===== config.mk =====
export PLATFORM = sky130hd
export DESIGN_NAME = debounce_events
export DESIGN_NICKNAME = d
export VERILOG_FILES = /design/src/rtl/debounce_events.sv
export SDC_FILE = /design/constraint.sdc
export NUM_CORES = 1
export LEC_CHECK = 0
export ABC_AREA = 1
export CORE_MARGIN = 2
export CORE_UTILIZATION = 61
export CTS_CLUSTER_SIZE = 28
export DETAILED_ROUTE_END_ITERATION = 10
export PLACE_DENSITY = 0.8
export SLEW_MARGIN = 20
export SYNTH_ARGS = -nofsm -noshare
export SYNTH_HDL_FRONTEND = slang
export SYNTH_SLANG_ARGS = --single-unit

===== constraint.sdc =====
create_clock -name clk -period 1.8 [get_ports clk]
set_input_delay 0.18 -clock clk [delete_from_list [all_inputs] [get_ports clk]]
set_output_delay 0.18 -clock clk [all_outputs]
set_load 0.1 [all_outputs]

===== src/rtl/debounce_events.sv =====
// Multi-channel pin conditioner: synchroniser, debounce, press/release/long-press
// event pulses, sticky pending flags and a masked, registered interrupt.
module debounce_events #(
   parameter int    WIDTH         = 2,
   parameter string POLARITY      = "LOW",
   parameter int    SYNC_STAGES   = 2,
   parameter int    TIMEOUT       = 50000,
   parameter int    TIMEOUT_WIDTH = 16,
   parameter int    LONG_TIMEOUT  = 50000000,
   parameter int    LONG_WIDTH    = 26
) (
   input  logic                 clk,
   input  logic                 reset,
   input  logic [WIDTH-1:0]     data_in,
   output logic [WIDTH-1:0]     data_out,
   output logic [WIDTH-1:0]     press_pulse,
   output logic [WIDTH-1:0]     release_pulse,
   output logic [WIDTH-1:0]     long_pulse,
   output logic [3*WIDTH-1:0]   pending,
   input  logic [WIDTH-1:0]     irq_mask,
   input  logic [WIDTH-1:0]     ack,
   output logic                 irq
);
   localparam bit ACTIVE_LOW = (POLARITY == "LOW");
   localparam bit LONG_EN    = (LONG_TIMEOUT > 0);
   localparam logic [TIMEOUT_WIDTH-1:0] CNT_LAST  = TIMEOUT_WIDTH'(TIMEOUT - 1);
   localparam logic [LONG_WIDTH-1:0]    HOLD_MAX  = LONG_WIDTH'(LONG_TIMEOUT);
   localparam logic [LONG_WIDTH-1:0]    HOLD_LAST = LONG_WIDTH'(LONG_EN ? LONG_TIMEOUT - 1 : 0);

   logic [WIDTH-1:0]         sync_p [SYNC_STAGES];
   logic [WIDTH-1:0]         norm;
   logic [WIDTH-1:0]         db, db_next;
   logic [TIMEOUT_WIDTH-1:0] cnt [WIDTH];
   logic [TIMEOUT_WIDTH-1:0] cnt_next [WIDTH];
   logic [LONG_WIDTH-1:0]    hcnt [WIDTH];
   logic [LONG_WIDTH-1:0]    hcnt_next [WIDTH];
   logic [WIDTH-1:0]         press_next, release_next, long_next;
   logic [WIDTH-1:0]         pend_press, pend_release, pend_long;

   // Synchroniser chain; reset parks it at the inactive pin level so no event follows reset.
   always_ff @(posedge clk) begin
      if (reset) begin
         for (int s = 0; s < SYNC_STAGES; s++) sync_p[s] <= {WIDTH{ACTIVE_LOW}};
      end else begin
         sync_p[0] <= data_in;
         for (int s = 1; s < SYNC_STAGES; s++) sync_p[s] <= sync_p[s-1];
      end
   end

   assign norm = ACTIVE_LOW ? ~sync_p[SYNC_STAGES-1] : sync_p[SYNC_STAGES-1];

   always_comb begin
      for (int i = 0; i < WIDTH; i++) begin
         db_next[i]  = db[i];
         cnt_next[i] = '0;
         if (norm[i] != db[i]) begin
            if (cnt[i] == CNT_LAST) db_next[i] = norm[i];
            else                    cnt_next[i] = cnt[i] + TIMEOUT_WIDTH'(1);
         end
      end
   end

   assign press_next   = db_next & ~db;
   assign release_next = ~db_next & db;

   // The press edge itself is hold cycle 0, so long_pulse lands LONG_TIMEOUT edges after data_out rises.
   always_comb begin
      for (int i = 0; i < WIDTH; i++) begin
         hcnt_next[i] = '0;
         long_next[i] = 1'b0;
         if (LONG_EN && db_next[i] && db[i]) begin
            if (hcnt[i] < HOLD_MAX) begin
               hcnt_next[i] = hcnt[i] + LONG_WIDTH'(1);
               long_next[i] = (hcnt[i] == HOLD_LAST);
            end else begin
               hcnt_next[i] = hcnt[i];
            end
         end
      end
   end

   // Event, pending and interrupt registers; a set beats a same-cycle ack.
   always_ff @(posedge clk) begin
      if (reset) begin
         db            <= '0;
         press_pulse   <= '0;
         release_pulse <= '0;
         long_pulse    <= '0;
         pend_press    <= '0;
         pend_release  <= '0;
         pend_long     <= '0;
         irq           <= 1'b0;
         for (int i = 0; i < WIDTH; i++) begin
            cnt[i]  <= '0;
            hcnt[i] <= '0;
         end
      end else begin
         db            <= db_next;
         press_pulse   <= press_next;
         release_pulse <= release_next;
         long_pulse    <= long_next;
         pend_press    <= (pend_press & ~ack) | press_next;
         pend_release  <= (pend_release & ~ack) | release_next;
         pend_long     <= (pend_long & ~ack) | long_next;
         irq           <= |(irq_mask & (pend_press | pend_release | pend_long));
         for (int i = 0; i < WIDTH; i++) begin
            cnt[i]  <= cnt_next[i];
            hcnt[i] <= hcnt_next[i];
         end
      end
   end

   assign data_out = db;
   assign pending  = {pend_long, pend_release, pend_press};

endmodule


# After elaboration in Yosys (flattened, before gate mapping)
# Memories as Yosys holds them, arrays and structs flattened.
# Index checks and enable logic that the tools add are counted.
[classes] add_sub_neg=4 n_mul=0 div_mod_pow=0 order_cmp=2 eq_ne=6 shift=0 muxes=25 bitwise_logic=21 reduce_logical=3
[op_table] op="$mux 26" n=6
[op_table] op="$mux 16" n=6
[op_table] op="$add 26x1->26 const B" n=2
[op_table] op="$eq 26x26->1 const B" n=2
[op_table] op="$lt 26x26->1 const B" n=2
[op_table] op="$add 16x1->16 const B" n=2
[op_table] op="$eq 16x16->1 const B" n=2
[op_table] op="$and 2x2->2" n=6
[op_table] op="$mux 1" n=11
[op_table] op="$or 2x2->2" n=5
[op_table] op="$not 2->2" n=4
[op_table] op="$or 1x1->1" n=6
[op_table] op="$mux 2" n=2
[op_table] op="$logic_and 1x1->1" n=2
[op_table] op="$ne 1x1->1" n=2
[op_table] op="$reduce_or 2->1" n=1
[word_totals] regBits=15 latchBits=0 ram_bits=88 mem_bits_ro=0 in_bits=8 out_inout_bits=15 elab_cells=72 memories=3
[memory_table] memory="hcnt" words=2 word_bits=26 rd=2 rd_ports_with_merged_regs=0 write_ports=2 line="35" source="logic [LONG_WIDTH-1:0] hcnt [WIDTH];"
[memory_table] memory="cnt" words=2 word_bits=16 rd=2 rd_ports_with_merged_regs=0 write_ports=2 line="33" source="logic [TIMEOUT_WIDTH-1:0] cnt [WIDTH];"
[memory_table] memory="sync_p" words=2 word_bits=2 rd=2 rd_ports_with_merged_regs=0 write_ports=2 line="30" source="logic [WIDTH-1:0] sync_p [SYNC_STAGES];"

# Depth between registers and ports, before layout
[depth] word_depth=6 ltp_mapped=11 ltp_nobuf=10

# Worst setup path before layout
# OpenSTA, ideal clock, no wires.
[synth_path] path_type="register to register" start="register db[0] (netlist: data_out[0])" end="memory cnt[0][10]" arrival_time_ns=1.788 path_slack_ns=-0.058 stages_incl_launch_ff=6 path_buffers=1 period_less_slack_ns=1.858 path_cell_list="dfxtp_1 > nand2_1 > a21oi_1 > nand2_1 > buf_2 > a21oi_1"
[synth_rtl] element="start, declared" line="32" source="logic [WIDTH-1:0] db, db_next;"
[synth_rtl] element="start signal, assigned" line="98" source="db <= db_next;"
[synth_rtl] element="end, declared" line="33"

==> impl_metrics.yaml <==
critical_path:
  worst_path_max_delay_cell: "dfxtp_1"
  slowest_delay_ns: 0.44
  critPathLaunch: "hcnt[0][13]"
  worstPathMaxFanout: 12
  cp.required_ns: 2.12
  cp-start-kind: "flop"
  r2r_start: "hcnt[0][13]"
  crit_path_end_kind: "flop"
  critPathBufInv: 1
  cp_cell_sequence: "nand2_1 > inv_1 > nand2_1 > nor2_2 > nand3_4 > nand3_2 > nand2_1 > a21oi_1"
  crit_top_cell: "nand2_1"
  worst_ep_arrival_time_ns: 1.97
  worstSetupPathType: "reg2reg"
  crit_family: "simple AND/OR/NAND/NOR gates"
clock_network:
  clock_latency_ns: 0.38
  clkTransAtPathRegs_ns: 0.11
  cts_hold_buffers: 0
  cts_max_path_buffers: 2
  htree_levels: 3
  cts_sinks: 103
  cts_root_buf: "clkbuf_8"
  postCtsSetupBuffers: 0
  cts_buffers: 9
  cts_tree: "built"
floorplan:
  rows: 35
  start_util: 0.622
  die_y_um: 100
  fp.dieW_um: 100
  io_pins: 23
  coreArea_um2: 9110
  die_area_um2: 10100
power_and_ir_drop:
  powerDensity_nw_per_um2: 605
  cellLeakagePower_nw: 2.29
  peakVddDrop_v: 0.000385
  design_power_total_mw: 3.78
synthesis:
  async_flop_share: 0
  syn_avg_cell_area_um2: 6.51
  ys.warnings.count: 0
  seq_area_frac_synth: 0.364
  synth-seq-cells: 103
  synthCells: 870
  synth_edf_count: 0
  synth_fp_nets: 882
  synthFlopType: "dfxtp_1"
  synth_cell_type_count: 35
  syn_area_um2: 5660
timing:
  finalMaxSlewViolations: 0
  finalCritPeriodShare: 0.918
  rsz0062_at_grt: "no"
  slew_headroom: 0.723
  setup_tns_ns: 0
  period_needed_ns: 1.65
  finClkSkew_ns: 0.0129
  clock.fmax_ghz: 0.605
  tightestPinTransition_ns: 0.412
  final_hold_viol_count: 0
  setup_ws_ns: 0.148
  setup_viol: 0
layout:
  most-common-layout-cells: "nand2_1 (301), nor2_1 (140), dfxtp_1 (102)"
  final_core_util: 0.685
  syn_to_final_growth_pct: 10.3
  drive_above_1_share: 0.0942
  diodes: 0
  finalNetCount: 920
  layout_commonest_cell: "nand2_1"
  stdcell_count: 1024
global_route:
  grt_first_pass_wirelength_mm: 22.3
  grt_pass1_vias: 5231
  antenna_found_initial: 0
  overflow: 0
  track_usage: 0.270
  grt_max_degree: 26
hold_path:
  hold_path_class: "in2reg"
  min-delay-start: "data_in[0]"
placement:
  pre_cts_slack_ns: 0.112
  hpwl_mm: 9.73
  gp_congestion: 0.980
  port_buffers: 22
  placedCellCount: 1007
job:
  maxCapViolations: 0
routing:
  drt-total-wl_mm: 13.1
  first_pass_iters: 6
  drtIter0Drc: 359
  remaining_drc_errors: 0
  vias: 5608
  antenna_left: 0
  via_per_inst: 5.48
  wl_per_cell_um: 12.8
run_status:
  outcome: "completed"
power by group:
group	internal (mW)	switching, mW	leakage [nW]	total (mW)
logic	0.0215	0.0181	1.37	0.0397
clock network	0.575	0.876	0.0982	1.45
registers	2.28	0.00293	0.831	2.29
total	2.88	0.897	2.29	3.78
registers in the layout (all words and copies together) (netlist names):
name	count
cnt	32
data_out	2
hcnt	52
irq	1
long_pulse	2
pend_long	2
pend_press	2
pend_release	2
press_pulse	2
release_pulse	2
sync_p	4
layout make-up:
type,instances,area [um^2]
fillers,817,2870
clock buffers,10,138
repair buffers,40,334
multi-input cells,682,3240
clock inverters,6,61.3
inverters,72,270
flip-flops and latches,103,2060
well taps,111,139
kinds of logic (layout without fill, tap and decap cells):
kind of cell	Yosys count	in the layout	share of synthesized area
and+or+nand+nor	566	567	0.433
DFF	103	103	0.364
buffers and inverters	86	128	0.0663
AOI/OAI and AO/OA	80	80	0.0796
xor gates and xnor gates	31	31	0.0480
adders and majority gates	4	4	0.00884
path summary, 6_finish.rpt:
| path | endpoint | slack, ns | depth (start not counted) |
|---|---|---|---|
| max | hcnt[0][11] | 0.15 | 8 |
| min | sync_p[0][0] | 0.35 | 2 |
| max reg2reg | hcnt[0][11] | 0.15 | 8 |
| min reg2reg | sync_p[0][2] | 0.42 | 1 |
per-layer routing:
| metal | wire length, um | GRT usage |
|---|---|---|
| met3 | 893 | 0.0564 |
| met1 | 5830 | 0.347 |
| met4 | 219 | 0.0980 |
| met5 | 0 | 0 |
| met2 | 6120 | 0.449 |
per-stage QoR:
stage                     hold WS [ns]  instance area (um^2)
after floorplan                  0.284                  5660
after global placement           0.392                  6030
after detailed placement         0.397                  6030
after CTS                        0.341                  6230
after global routing             0.358                  6240
final                            0.351                  6240
cell usage after synthesis, types with 2 or more instances:
library cell,count,area share
nand2_1,302,0.20
nor2_1,140,0.093
dfxtp_1,103,0.36
inv_1,69,0.046
a21oi_1,65,0.057
nand3_1,38,0.034
nand4_1,27,0.030
xor2_1,25,0.039
nor3_1,18,0.016
nand3b_1,11,0.015
nand2_2,7,0.0077
buf_2,6,0.0053
or2_2,6,0.0066
xnor2_1,6,0.0093
buf_6,5,0.0099
ha_1,4,0.0088
nor2_2,4,0.0044
nor2_4,4,0.0080
o21ai_0,4,0.0035
inv_2,3,0.0020
nand2_4,3,0.0060
nand3_4,3,0.0093
a21boi_4,2,0.0066
buf_4,2,0.0027
o211ai_1,2,0.0027
o31ai_1,2,0.0027
repair_timing:
action,in CTS,in global routing
hold endpoints to repair,0,0
setup endpoints to repair,0,23
resized for setup,0,2
Note: power is estimated with default switching activity, not from simulation.
